File: src/rtl/dmux_df_pkg.sv
// rtl/dmux_df_pkg.sv - shared constants and select decode for dmux_df
//
// Purpose : default parameter values and the one-hot select decode used by
//           the dmux_df top.
// Contents: SEL_W_DEF, CNT_W_DEF  default select / counter widths
//           MAX_SEL_W, MAX_N      widest select the decode helper covers
//           dmux_df_decode()      one-hot decode of a select value
package dmux_df_pkg;

  localparam int SEL_W_DEF = 2;
  localparam int CNT_W_DEF = 8;

  // The decode is written once for the widest supported select; callers
  // zero-extend their select and use the low 2**SEL_W bits.
  localparam int MAX_SEL_W = 4;
  localparam int MAX_N     = 2 ** MAX_SEL_W;

  // Equality compare per bit (rather than a shift) so an X/Z select bit
  // propagates X onto the outputs instead of being silently resolved.
  function automatic logic [MAX_N-1:0] dmux_df_decode(input logic [MAX_SEL_W-1:0] s);
    logic [MAX_N-1:0] d;
    d = '0;
    for (int i = 0; i < MAX_N; i++) begin
      d[i] = (s == MAX_SEL_W'(i));
    end
    return d;
  endfunction

endpackage

File: src/rtl/dmux_df_cnt.sv
// rtl/dmux_df_cnt.sv - single saturating activity counter
//
// Purpose: counts clock edges on which inc_i is high; holds at all-ones.
// Ports  : clk_i  rising-edge clock
//          rst_i  asynchronous active-high reset, clears the count
//          inc_i  increment request for this cycle
//          cnt_o  current count, CNT_W bits
module dmux_df_cnt #(
  parameter int CNT_W = 8
) (
  input  logic             clk_i,
  input  logic             rst_i,
  input  logic             inc_i,
  output logic [CNT_W-1:0] cnt_o
);

  logic [CNT_W-1:0] cnt_q;
  logic [CNT_W-1:0] cnt_d;

  // Saturate instead of wrapping so a long-running channel never reads
  // back as quiet.
  always_comb begin
    cnt_d = cnt_q;
    if (inc_i && (cnt_q != {CNT_W{1'b1}})) begin
      cnt_d = cnt_q + CNT_W'(1);
    end
  end

  always_ff @(posedge clk_i or posedge rst_i) begin
    if (rst_i) begin
      cnt_q <= '0;
    end else begin
      cnt_q <= cnt_d;
    end
  end

  assign cnt_o = cnt_q;

endmodule

File: src/rtl/dmux_df.sv
// rtl/dmux_df.sv - 1-to-N demultiplexer with registered copy and counters
//
// Purpose: routes din to one of N = 2**SEL_W outputs chosen by sel when en
//          is high; also provides a registered copy of the outputs and
//          optional per-channel saturating activity counters.
// Macro  : DMUX_DF_CNT_EN - when defined, the counters are built; otherwise
//          cnt is tied to zero and no counter flops exist.
// Ports  : clk     rising-edge clock for dout_q and counters
//          rst     asynchronous active-high reset (dout_q, cnt)
//          din     data bit to route
//          sel     channel select, SEL_W bits
//          en      enable; low forces all outputs low
//          dout    combinational routed outputs, N bits
//          dout_q  dout registered on each rising edge, N bits
//          cnt     packed counters, channel i at [i*CNT_W +: CNT_W]
module dmux_df
  import dmux_df_pkg::*;
#(
  parameter  int SEL_W = SEL_W_DEF,
  parameter  int CNT_W = CNT_W_DEF,
  localparam int N     = 2 ** SEL_W
) (
  input  logic             clk,
  input  logic             rst,
  input  logic             din,
  input  logic [SEL_W-1:0] sel,
  input  logic             en,
  output logic [N-1:0]     dout,
  output logic [N-1:0]     dout_q,
  output logic [N*CNT_W-1:0] cnt
);

  logic [MAX_N-1:0] dec_full;
  logic             unused_dec;
  logic [N-1:0]     dout_q_q;
  logic [N-1:0]     dout_q_d;

  assign dec_full = dmux_df_decode(MAX_SEL_W'(sel));

  // Bits above N only exist because the decode is sized for MAX_SEL_W.
  assign unused_dec = ^dec_full;

  // Routing a 0 looks the same as being disabled; consumers only see 1s.
  always_comb begin
    dout = '0;
    for (int i = 0; i < N; i++) begin
      dout[i] = en & din & dec_full[i];
    end
  end

  assign dout_q_d = dout;

  always_ff @(posedge clk or posedge rst) begin
    if (rst) begin
      dout_q_q <= '0;
    end else begin
      dout_q_q <= dout_q_d;
    end
  end

  assign dout_q = dout_q_q;

`ifdef DMUX_DF_CNT_EN
  for (genvar g = 0; g < N; g++) begin : g_cnt
    dmux_df_cnt #(
      .CNT_W(CNT_W)
    ) u_cnt (
      .clk_i(clk),
      .rst_i(rst),
      .inc_i(dout[g]),
      .cnt_o(cnt[g*CNT_W +: CNT_W])
    );
  end
`else
  assign cnt = '0;
`endif

endmodule

File: config.mk
export PLATFORM = sky130hd
export DESIGN_NAME = dmux_df
export DESIGN_NICKNAME = d
export VERILOG_FILES = /design/src/rtl/dmux_df_pkg.sv /design/src/rtl/dmux_df_cnt.sv /design/src/rtl/dmux_df.sv
export SDC_FILE = /design/constraint.sdc
export NUM_CORES = 1
export LEC_CHECK = 0
export ABC_AREA = 1
export CELL_PAD_IN_SITES_DETAIL_PLACEMENT = 1
export CELL_PAD_IN_SITES_GLOBAL_PLACEMENT = 2
export CORE_ASPECT_RATIO = 2
export CORE_MARGIN = 3
export CORE_UTILIZATION = 12
export CTS_CLUSTER_DIAMETER = 30
export DETAILED_ROUTE_END_ITERATION = 8
export GPL_TIMING_DRIVEN = 0
export PLACE_DENSITY = 0.82
export SLEW_MARGIN = 10
export SYNTH_ARGS = -nofsm -noshare
export SYNTH_HDL_FRONTEND = slang
export SYNTH_SLANG_ARGS = --single-unit
File: constraint.sdc
create_clock -name clk -period 1.2 [get_ports clk]
set_input_delay 0.3 -clock clk [delete_from_list [all_inputs] [get_ports clk]]
set_output_delay 0.3 -clock clk [all_outputs]
set_load 0.005 [all_outputs]
## Word level (Yosys, flattened, before mapping)

Cells that the tools add are included.

| storage, ports and cells | value |
|---|---|
| flip-flop bits (word level) | 4 |
| latch bits | 0 |
| RAM bits | 0 |
| ROM bits | 0 |
| input bits | 6 |
| output and inout port bits | 40 |
| word-level logic and storage cells | 10 |
| memories | 0 |

| operators by class | value |
|---|---|
| add/subtract/negate cells | 0 |
| multipliers | 0 |
| div/mod/pow operators | 0 |
| magnitude comparators | 0 |
| eq/ne operators | 3 |
| shifts and indexed selects | 0 |
| multiplexer cells | 0 |
| bitwise operators | 5 |
| reduce and logical (&&, ||, !) cells | 1 |

Operators by type and width:

| operator | number |
|---|---|
| $and A1 B1 Y1 | 5 |
| $eq A2 B2 Y1 const B | 2 |
| $eq A2 B1 Y1 const B | 1 |
| $logic_not A2 Y1 | 1 |

## Depth between registers and ports, before layout

| logic depth | value |
|---|---|
| word-level depth | 2 |
| gate-level depth with buffers | 3 |
| mapped depth without buffers | 3 |

## Worst setup path before layout

Ideal clock, no wire load.

| timing path | value |
|---|---|
| kind | in2out |
| from | input en |
| to | output dout[0] |
| arrival | 526 ps |
| required time | 900 ps |
| setup slack | 374 ps |
| cell stages on the path | 2 |
| path buffers | 0 |
| cells stage by stage | nand2_1 nor2_1 |

| between the ends | value |
|---|---|
| cells in the longest elaborated chain, start to end | 2 |

RTL lines:

| what | line | source |
|---|---|---|
| start: declaration | dmux_df.sv:27 | `input logic en,` |
| $and A1 B1 Y1 (2 in a row) | dmux_df.sv:47 | `dout[i] = en & din & dec_full[i];` |
| end: declaration | dmux_df.sv:28 | `output logic [N-1:0] dout,` |

Every way passes these cells.

## Final worst setup path

| timing path | value |
|---|---|
| from | input sel[0] |
| to | output dout[0] |

| between the ends | value |
|---|---|
| cells in the longest elaborated chain, start to end | 2 |

RTL lines:

| what | line | source |
|---|---|---|
| start: declaration | dmux_df.sv:26 | `input logic [SEL_W-1:0] sel,` |
| $logic_not A2 Y1 | dmux_df_pkg.sv:24 | `d[i] = (s == MAX_SEL_W'(i));` |
| $and A1 B1 Y1 | dmux_df.sv:47 |  |

Every way passes these cells.

==> out/metrics.cfg <==
[floorplanning]
fp-row-count=28
initial_utilization_pct=12.8
fp.dieH_um=86.5
fp.dieArea_mm2=0.00400
fp.coreArea_mm2=0.00305
die_w_um=46.3
ios=46

[layout]
antennaDiodeCount=0
largest_register_ffs=4
n_fill_cell=387
instances_no_fill=131
synthToLayoutAreaGrowth_pct=95.2
drive_gt1_share_pct=55.4
fin_nets=109
final_area_um2=759

[place]
port_buffers=13
placed_cell_area_um2=673
post-place-ws_ns=-0.699
dp.cells=123
dp_hpwl_um=985
gp_congestion=0.654

[power]
switching_share_pct=23.1
p_per_area_mw_per_mm2=766
p_sw_w=0.000134
p_leak_nw=0.491
combPwrFrac_pct=28.6
p_total_w=0.000582
p_int_w=0.000447
peakVddDrop_v=0.000303
p_seq_share_pct=24.1
p_clk_share_pct=47.3

[timing]
finalSetupViolCount=0
finalWorstSetupSlack_ns=0.0425
post-route-period-util_pct=96.5
period_needed_ns=1.16
slew_viol_final=0
hold_viol=0
rsz0062_at_grt=no
holdWs_ns=0.281
max_freq_mhz=864

[synthesis]
yosys.area_share.simple_pct=8.68
synth-xor-area-share_pct=0
synth_compound_gate_area_share_pct=0
syn-cell-area_um2=389
synth_cell_types=6
synth_top_family_by_area=buffers and inverters
ys_seq_area_share_pct=25.7
syn_inst=49
avgSynthCellArea_um2=7.94
muxShareOfSynthArea_pct=0
ys_warn_count=0
synth_seq_cells=4
synth_fa_ha_area_share_pct=0

[setup_path]
cp.required_ns=0.90
path_common_cell=buf_2
worstSetupStartpoint=sel[0]
critical_path.max_stage_delay_ns=0.12
cp_max_fo=3
cp_data_arrival_time_ns=0.86
slowest_stage=buf_2
path_class=primary input to primary output
startpoint_type=primary input
cp-end-kind=primary output
crit_path_cell_trace=buf_2, inv_2, buf_4, nand2_2, nor2_4, buf_2

[detailed_routing]
drt_first_pass_iters=1
drtIter0Drc=0
via_per_inst=3.02
vias=396
final_antenna_net_count=0
wl_um=1160
drc=0
routedWlPerCell_um=8.87

[flow_run]
drv_cap=0

[global_routing]
grt_use_total_pct=5.94
gr-total-overflow=0
grt_pass1_vias=432
grt_start_max_net_pins=5
grt_pass1_wl_um=1700
grt_antenna_before_repair=0

[clocking]
cts_tree=built
cts_hold_buf=0
root_buffer=clkbuf_8
h-tree-depth=1
clock-sinks=4
cts.path.max_buffers=2
clk_pin_slew_ns=0.03
cts_buffers=3

[status]
status=completed

[worst_hold_path]
min_path_type=primary input to asynchronous set/reset pin

[worst max-delay path, delay by kind of cell]
kind | cells | cell delay [ns]
buffers and inverters | 4 | 0.39
AND/OR/NAND/NOR | 2 | 0.17
[through the flow]
step | util [%] | TNS, ns
3_5_place_dp | 22.1 | -2.77
3_3_place_gp | 22.1 | -2.57
6_report | 24.9 | 0
2_1_floorplan | - | 0
5_1_grt | 24.9 | 0
4_1_cts | 25.3 | -0.00265
[final cells by class]
class | instances | area (um2) | area share, %
multi-input combinational | 41 | 194 | 25.5
timing repair buffer | 18 | 135 | 17.8
buffer | 32 | 240 | 31.6
clock buffer | 3 | 41.3 | 5.44
tap | 30 | 37.5 | 4.94
sequential | 4 | 100 | 13.2
inverter | 3 | 11.3 | 1.48
[power groups by stage]
stage / Clock, W / Combinational [W] / Sequential [W]
global placement: 0 / 0.000142 / 0.000142
finish: 0.000275 / 0.000166 / 0.000140
global route: 0.000296 / 0.000185 / 0.000140
detailed placement: 0 / 0.000145 / 0.000142
CTS: 0.000284 / 0.000157 / 0.000140
floorplan: 0 / 0.000109 / 0.000142
[placed cells by master (no fill, tap or decap)]
master           count
inv_2                2
conb_1              32
nand2_1              3
clkbuf_8             3
nand2_4              1
buf_2                5
nor2_4               4
clkdlybuf4s50_1      1
dfrtp_1              4
dlygate4sd2_1        4
buf_4               37
clkdlybuf4s15_2      2
clkbuf_2             1
nand2_2              1
inv_1                1
[synth_stat cells, drive strengths merged]
cell type / n / area share [%]
nand2: 5 / 4.8
conb: 1 / 0.96
inv: 3 / 2.9
buf: 32 / 62
dfrtp: 4 / 26
nor2: 4 / 3.9
[cells by family (layout without fill, tap and decap cells)]
group | after synthesis | in the layout
flops | 4 | 4
other cells | 1 | 32
simple gates | 9 | 9
buf+inv | 35 | 56
[layer usage]
layer | up-vias | part of all wire, % | track usage, %
li1 | 183 | - | -
met1 | 172 | 25 | 3.01
met2 | 39 | 57 | 12.4
met3 | 2 | 17 | 2.49
met4 | 0 | 0.77 | 3.89
met5 | - | 0 | 0
[final timing paths]
kind                              to  slack [ns]  depth (start not counted)
worst max-delay path         dout[0]        0.04                          6
worst min-delay path       dout_q[1]        0.28                          2
max in group asynchronous  dout_q[0]        0.77                          2
min in group clk           dout_q[1]        0.41                          3
[what timing repair did]
action / CTS / global route
setup endpoints to repair: 8 / 3
gates resized for setup: 42 / 4
setup buffers: 5 / 0
pin swaps: 5 / 1
Power figures use the tool's default switching activity.
